## src/rtl/clk_div_bank.sv

```systemverilog
// clk_div_bank: multi-channel programmable clock divider with a global
// OFF -> STARTUP -> RUN power-up sequence, per-channel glitch-free enable,
// deferred divisor reprogramming and a ready flag.
module clk_div_bank #(
    parameter int unsigned NUM_CH         = 4,
    parameter int unsigned DIV_W          = 8,
    parameter int unsigned DEFAULT_DIV    = 0,
    parameter int unsigned STARTUP_CYCLES = 16
) (
    input  logic                      clk,
    input  logic                      rst,
    input  logic                      pu,
    input  logic [NUM_CH-1:0]         en,
    input  logic [NUM_CH*DIV_W-1:0]   div_in,
    input  logic [NUM_CH-1:0]         div_load,
    output logic [NUM_CH-1:0]         clk_out,
    output logic [NUM_CH-1:0]         tick,
    output logic                      ready
);

    localparam int unsigned SU_W = $clog2(STARTUP_CYCLES + 1);
    localparam logic [SU_W-1:0]  SU_LAST = SU_W'(STARTUP_CYCLES - 1);
    localparam logic [DIV_W-1:0] DEF_DIV = DIV_W'(DEFAULT_DIV);

    typedef enum logic [1:0] {
        ST_OFF,
        ST_STARTUP,
        ST_RUN
    } state_e;

    state_e                        state_q, state_d;
    logic [SU_W-1:0]               su_cnt_q, su_cnt_d;
    logic                          ready_q, ready_d;

    logic [NUM_CH-1:0][DIV_W-1:0]  cnt_q, cnt_d;
    logic [NUM_CH-1:0][DIV_W-1:0]  act_div_q, act_div_d;
    logic [NUM_CH-1:0][DIV_W-1:0]  pend_div_q, pend_div_d;
    logic [NUM_CH-1:0]             pend_q, pend_d;
    logic [NUM_CH-1:0]             run_q, run_d;
    logic [NUM_CH-1:0]             clk_q, clk_d;
    logic [NUM_CH-1:0]             tick_q, tick_d;
    logic [NUM_CH-1:0]             apply;
    logic                          active;

    // Channels only count while in RUN and power-up is still requested;
    // a pu drop clears every channel on the same edge the FSM goes OFF.
    assign active = (state_q == ST_RUN) && pu;

    // Global power sequencing: next state, startup counter and ready.
    always_comb begin
        state_d  = state_q;
        su_cnt_d = su_cnt_q;
        if (!pu) begin
            state_d  = ST_OFF;
            su_cnt_d = '0;
        end else begin
            case (state_q)
                ST_OFF: begin
                    state_d  = ST_STARTUP;
                    su_cnt_d = '0;
                end
                ST_STARTUP: begin
                    su_cnt_d = su_cnt_q + 1'b1;
                    if (su_cnt_q == SU_LAST) begin
                        state_d = ST_RUN;
                    end
                end
                ST_RUN: begin
                    state_d = ST_RUN;
                end
                default: begin
                    state_d  = ST_OFF;
                    su_cnt_d = '0;
                end
            endcase
        end
        ready_d = (state_d == ST_RUN);
    end

    // Per-channel divider: counting, enable handling and divisor hand-over.
    always_comb begin
        cnt_d      = cnt_q;
        act_div_d  = act_div_q;
        pend_div_d = pend_div_q;
        pend_d     = pend_q;
        run_d      = run_q;
        clk_d      = clk_q;
        tick_d     = '0;
        apply      = '0;
        for (int unsigned i = 0; i < NUM_CH; i++) begin
            if (!active) begin
                cnt_d[i] = '0;
                clk_d[i] = 1'b0;
                run_d[i] = 1'b0;
                apply[i] = 1'b1;
            end else if (!run_q[i]) begin
                // Idle: the arming edge only starts the channel, so the
                // first rise lands H edges later like any low phase.
                apply[i] = 1'b1;
                run_d[i] = en[i];
            end else if (!clk_q[i] && !en[i]) begin
                cnt_d[i] = '0;
                run_d[i] = 1'b0;
            end else if (cnt_q[i] == act_div_q[i]) begin
                cnt_d[i] = '0;
                clk_d[i] = ~clk_q[i];
                if (clk_q[i]) begin
                    apply[i] = 1'b1;
                    run_d[i] = en[i];
                end else begin
                    tick_d[i] = 1'b1;
                end
            end else begin
                cnt_d[i] = cnt_q[i] + 1'b1;
            end

            // Hand-over uses the previously captured value; a load on the
            // same edge only refills the pending slot.
            if (apply[i] && pend_q[i]) begin
                act_div_d[i] = pend_div_q[i];
                pend_d[i]    = 1'b0;
            end
            if (div_load[i]) begin
                pend_d[i]     = 1'b1;
                pend_div_d[i] = div_in[i*DIV_W +: DIV_W];
            end
        end
    end

    // State registers with asynchronous reset.
    always_ff @(posedge clk or posedge rst) begin
        if (rst) begin
            state_q    <= ST_OFF;
            su_cnt_q   <= '0;
            ready_q    <= 1'b0;
            cnt_q      <= '0;
            act_div_q  <= {NUM_CH{DEF_DIV}};
            pend_div_q <= '0;
            pend_q     <= '0;
            run_q      <= '0;
            clk_q      <= '0;
            tick_q     <= '0;
        end else begin
            state_q    <= state_d;
            su_cnt_q   <= su_cnt_d;
            ready_q    <= ready_d;
            cnt_q      <= cnt_d;
            act_div_q  <= act_div_d;
            pend_div_q <= pend_div_d;
            pend_q     <= pend_d;
            run_q      <= run_d;
            clk_q      <= clk_d;
            tick_q     <= tick_d;
        end
    end

    assign clk_out = clk_q;
    assign tick    = tick_q;
    assign ready   = ready_q;

endmodule

```

## config.mk

```make
export PLATFORM = sky130hd
export DESIGN_NAME = clk_div_bank
export DESIGN_NICKNAME = d
export VERILOG_FILES = /design/src/rtl/clk_div_bank.sv
export SDC_FILE = /design/constraint.sdc
export NUM_CORES = 1
export LEC_CHECK = 0
export CAP_MARGIN = 40
export CORE_MARGIN = 4
export CORE_UTILIZATION = 60
export CTS_BUF_LIST = sky130_fd_sc_hd__clkbuf_4 sky130_fd_sc_hd__clkbuf_8
export DETAILED_ROUTE_END_ITERATION = 7
export GPL_TIMING_DRIVEN = 0
export PLACE_DENSITY_LB_ADDON = 0.2
export SYNTH_ARGS = -nofsm -noshare
export SYNTH_HDL_FRONTEND = slang
export SYNTH_SLANG_ARGS = --single-unit
```

## constraint.sdc

```tcl
create_clock -name clk -period 5.75 [get_ports clk]
set_clock_uncertainty 0.05 [all_clocks]
set_input_delay 1.725 -clock clk [delete_from_list [all_inputs] [get_ports clk]]
set_output_delay 1.725 -clock clk [all_outputs]
set_load 0.01 [all_outputs]
```

==> results.cfg, run 1 <==
[clock_tree]
cts_tree = built
cts_resized = 0
cts_setup_buffers = 0
numClockSinks = 120
clockBufferDepth = 2
h-tree-depth = 4
cts_made_buffers = 17
clockRootBuffer = clkbuf_8
insertion_delay_ps = 430
cts_hold_buf = 0
clk_pin_slew_ps = 70

[die]
core_region_area_um2 = 9240
initial_utilization_pct = 61.4
ios = 52
die-area_um2 = 11100
num_rows = 35
die_y_um = 105
die_x_um = 105

[power_and_ir_drop]
leakagePower_nw = 2.92
p_per_area_nw_per_um2 = 267
power_mw = 1.79
irDropWorstVdd_mv = 0.209

[yosys]
yosysTopAreaCell = dfrtp_1
yosys.cell_types.count = 47
async_flop_share_pct = 100
syn_inst = 485
synth_area_um2 = 5680
synthTopCellsByCount = dfrtp_1 (120), mux2_2 (36), nand2_1 (36), nor2_1 (35), xor2_1 (32)
yosysTopAreaCellShare_pct = 52.9
synth_warnings = 0
synth_most_common_cell = dfrtp_1
avgSynthCellArea_um2 = 11.7
syn-num-nets = 534
synth_area_leaders = dfrtp_1 (53%), mux2_2 (7.1%), xor2_1 (4.9%)
synth-seq-cells = 120
synthFlopType = dfrtp_1
ys_seq_area_share_pct = 52.9
synth_edf_count = 0

[setup_path]
start_kind = input port
end_kind = flop
arrival_ps = 3810
critPathRequiredTime_ps = 6030
crit_type = in -> reg
cp_max_fo = 10

[timing]
min_period_ps = 3530
worst_slack_ps = 2220
final_hold_viol_count = 0
worstMarginPinSlew_ps = 711
period_share_pct = 61.4
relSlewSlack_pct = 52.3
finalSetupTns_ps = 0
rsz0062_at_grt = false
setup_viol = 0
fmax_ghz = 0.283
final-max-slew-violation-count = 0

[placed_design]
dp.cells = 662
gp_congestion = 0.863
dp_slack_ps = 1830
numPortBuffers = 47
detailed_place_hpwl_um = 7730

[routing]
postRouteAntennaNets = 0
drcViolationCount = 0
vias = 3985
viasPerCell = 5.74
routed_wl_um = 10900
drt_iter0_drc = 127
drt_first_pass_iters = 5
wl_per_cell_um = 15.7

[global_routing]
grt_max_degree = 96
grt_util_met1_pct = 26.7
grt_pass1_vias = 4054
grt_usage_pct = 21.1
use_met3_pct = 5.63
busiest_layer = met2
antenna_found_initial = 0
use_met2_pct = 35.2
grt_first_pass_wirelength_um = 18900
grt.overflow.total = 0

[final_layout]
n_fill_cell = 648
instances_no_fill = 694
antenna_cells = 0
area_delta_synth_final_pct = 17.9
fin_nets = 601
drive_gt1_share_pct = 19.5

[job]
max-cap-violations = 0

[run_status]
status = completed

[hold_path]
min_path_type = reg -> reg
path summary, 6_finish.rpt:
| path | startpoint | end | slack [ps] | cells after the start |
|---|---|---|---|---|
| min in group asynchronous | rst | cnt_q[29] | 1580 | 2 |
| max in group asynchronous | rst | act_div_q[12] | 3350 | 3 |
| hold / removal | pend_q[3] | pend_q[3] | 430 | 1 |
| setup / recovery | pu | cnt_q[28] | 2220 | 6 |
| setup reg to reg | cnt_q[28] | act_div_q[29] | 3440 | 6 |
| hold reg to reg | pend_q[3] | pend_q[3] | 430 | 1 |
routing by layer:
metal	part of all wire, %	routed length [um]
met2	51	5580
met3	5.7	618
met4	1.1	116
met1	42	4610
met5	0	0
worst max-delay path, stage by stage:
cell	delay (ps)
clkdlybuf4s50_1	530
and3b_1	220
buf_2	240
nor2b_1	480
nand3_1	310
o31ai_1	300
flip-flops by register name (all words and copies together), names as in the netlist:
name        cells
act_div_q      32
pend_div_q     32
run_q           4
cnt_q          32
pend_q          4
tick            4
ready           1
clk_out         4
su_cnt_q        5
state_q         2
stage by stage:
step | util, % | instance area (um^2) | hold WS (ps)
2_1_floorplan | - | 5680 | 397
5_1_grt | 72.4 | 6690 | 443
3_3_place_gp | 68.3 | 6310 | 407
3_5_place_dp | 68.6 | 6340 | 418
6_report | 72.4 | 6690 | 429
4_1_cts | 72.4 | 6690 | 433
area by class of cell:
class | instances | area (um^2) | area share [%]
inverters | 9 | 38.8 | 0.579
multi-input cells | 339 | 2560 | 38.2
clock inverters | 13 | 98.8 | 1.48
well taps | 129 | 161 | 2.41
clock buffers | 19 | 255 | 3.81
plain buffers | 17 | 82.6 | 1.23
repair buffers | 48 | 498 | 7.44
flip-flops and latches | 120 | 3000 | 44.9
logic make-up after synthesis:
| kind of cell | after synthesis | share of synthesized area [%] |
|---|---|---|
| AND/OR/NAND/NOR | 163 | 15.4 |
| flip-flops | 120 | 52.9 |
| AO/OA/AOI/OAI | 69 | 8.77 |
| multiplexers | 69 | 14.6 |
| XOR/XNOR | 32 | 4.94 |
| buffers and inverters | 26 | 2.05 |
| adder cells (fa/ha/maj) | 6 | 1.32 |
layout by cell type (no fill, tap or decap), drive strengths merged, types with 3 or more instances in the layout:
master         Yosys  layout
mux2              64      64
nor2b              8       8
nor3b              4       4
nand2             36      36
nand3             23      23
mux2i              5       5
a22oi              3       3
dfrtp            120     120
a21oi             14      14
clkinv             0       4
buf                5       6
nand4b             3       3
o31ai              3       3
or2                9       9
nor2              35      35
clkinvlp           0       6
a211oi             5       5
o21ai              8       8
nor4               9       9
a41oi              3       3
nand4             10      10
a31oi              9       9
and3               6       6
clkdlybuf4s50      0      47
a21o               4       4
nand2b            11      11
inv                9      12
xor2              32      32
clkbuf            12      31
o211ai             3       3
o311ai             5       5
ha                 6       6
power breakdown:
part	internal, mW	total, mW	switching [mW]
Clock	0.317	0.673	0.357
Combinational	0.102	0.174	0.0720
Sequential	0.903	0.940	0.0377
(Power assumes the default switching activity.)
==> inputs of run 2 (changes only) <==
==> constraint.sdc (replaced) <==
create_clock -name clk -period 3.65 [get_ports clk]
set_clock_uncertainty 0.05 [all_clocks]
set_input_delay 1.095 -clock clk [delete_from_list [all_inputs] [get_ports clk]]
set_output_delay 1.095 -clock clk [all_outputs]
set_load 0.01 [all_outputs]
==> results.cfg, run 2 (synthesized netlist as in run 1, its figures left out) <==
[clock_tree]
clk_pin_slew_ps = 70
cts_setup_buffers = 0
cts_hold_buf = 0
clockRootBuffer = clkbuf_8
h-tree-depth = 4
insertion_delay_ps = 430
numClockSinks = 120
cts_resized = 0
cts_tree = built
clockBufferDepth = 2
cts_made_buffers = 17

[routing]
drt_iter0_drc = 180
viasPerCell = 5.77
vias = 4018
drcViolationCount = 0
drt_first_pass_iters = 6
routed_wl_um = 11400
postRouteAntennaNets = 0
wl_per_cell_um = 16.4

[setup_path]
end_kind = flop
crit_chain = clkdlybuf4s50_1, and3b_1, buf_2, nand2_1, a211oi_1, nand4_1, mux2i_1
start_kind = input port
critPathMaxStageDelay_ps = 620
r2r_setup_slack_ps = 1330
reg2reg_depth = 6
cpMaxStageDelayCell = a211oi_1
critPathRequiredTime_ps = 3940
critical_path_depth = 7
arrival_ps = 3160
crit-reg2reg-launch = cnt_q[3]
critPathCapture = cnt_q[6]
crit_type = in -> reg
cp-startpoint = pu
critPathTopFamily = buffers and inverters
reg2reg_to = act_div_q[3]
cp_max_fo = 10
path_buf_inv = 2

[final_layout]
biggestRegsByFlops = act_div_q: 32 flops, cnt_q: 32 flops, pend_div_q: 32 flops
fin_nets = 603
n_fill_cell = 614
antenna_cells = 0
area_delta_synth_final_pct = 20.1
final_util_pct = 73.8
layout_commonest_cell = dfrtp_1
instances_no_fill = 696
final_area_um2 = 6820
layout_common_cells = dfrtp_1 (120), clkdlybuf4s50_1 (47), nand2_1 (36), mux2_2 (36), nor2_1 (35)
drive_gt1_share_pct = 19.8

[global_routing]
grt_usage_pct = 22.2
grt_max_degree = 36
grt_pass1_vias = 4179
grt.overflow.total = 0
grt_first_pass_wirelength_um = 19800
antenna_found_initial = 0

[power_and_ir_drop]
leakagePower_nw = 2.98
p_per_area_nw_per_um2 = 451
irDropWorstVdd_mv = 0.329
power_mw = 3.07

[job]
max-cap-violations = 0

[timing]
worst_slack_ps = 783
relSlewSlack_pct = 53.3
period_share_pct = 78.6
min_period_ps = 2870
fmax_ghz = 0.349
final_hold_viol_count = 0
rsz0062_at_grt = false
finalSetupTns_ps = 0
worstMarginPinSlew_ps = 699
setup_viol = 0
timing.hold.ws_ps = 435
final-max-slew-violation-count = 0

[die]
die_y_um = 105
initial_utilization_pct = 61.4
die-area_um2 = 11100
core_region_area_um2 = 9240
ios = 52
die_x_um = 105
num_rows = 35

[placed_design]
gp_congestion = 0.826
dp_slack_ps = 370
detailed_place_hpwl_um = 8170
dpl_cell_area_um2 = 6380
numPortBuffers = 47
dp.cells = 664

[hold_path]
min_path_type = reg -> reg
hp-start = pend_q[2]

[run_status]
status = completed
## run 2: report_power, final
group	internal, mW	switching (mW)	leakage (nW)
clock	0.775	0.529	0.212
sequential	1.42	0.0627	1.52
combinational	0.166	0.117	1.25
total	2.36	0.709	2.98
## run 2: area by class of cell
class                           count  area [um^2]  area share, %
Clock buffer                       20          263           3.86
Clock inverter                     12          174           2.55
Multi-Input combinational cell    339         2560           37.5
Tap cell                          129          161           2.37
Sequential cell                   120         3000           44.1
Timing Repair Buffer               50          538           7.89
Buffer                             17         82.6           1.21
Inverter                            9         37.5          0.551
## run 2: routing by layer
layer  share of wire [%]  track usage, %  vias to the layer above  wire, um
met5                   0               0                        -         0
met4                 1.6            7.69                        0       177
met3                 4.2            4.90                       20       482
met2                  54            38.9                      105      6190
met1                  40            27.0                     1999      4540
li1                    -               -                     1894         -
## run 2: worst register-to-register path, cell delays in order, from the launching register on
cell	delay, ps
dfrtp_1	440
xor2_1	210
nor4_2	600
a31oi_1	240
nand2b_1	210
buf_6	150
mux2_4	300
## run 2: worst min path at each step
stage / slack (ps) / endpoint / cells past startpoint
floorplan: 400 / state_q[0] / 1
global placement: 410 / state_q[0] / 1
detailed placement: 420 / pend_q[2] / 1
CTS: 430 / pend_q[2] / 1
global route: 450 / pend_q[0] / 1
finish: 440 / pend_q[2] / 1
==> inputs of run 3 (changes only) <==
==> constraint.sdc (replaced) <==
create_clock -name clk -period 3 [get_ports clk]
set_clock_uncertainty 0.05 [all_clocks]
set_input_delay 0.9 -clock clk [delete_from_list [all_inputs] [get_ports clk]]
set_output_delay 0.9 -clock clk [all_outputs]
set_load 0.01 [all_outputs]
==> results of run 3 <==
Same layout as run 2 (identical final DEF). Status: completed.
Main changes from that run: setup slack after placement 370 ps -> -85.0 ps; setup slack after layout 783 ps -> 328 ps; register-to-register setup slack 1330 ps -> 680 ps; total power 3.07 mW -> 3.74 mW; worst IR drop on VDD 0.329 mV -> 0.400 mV
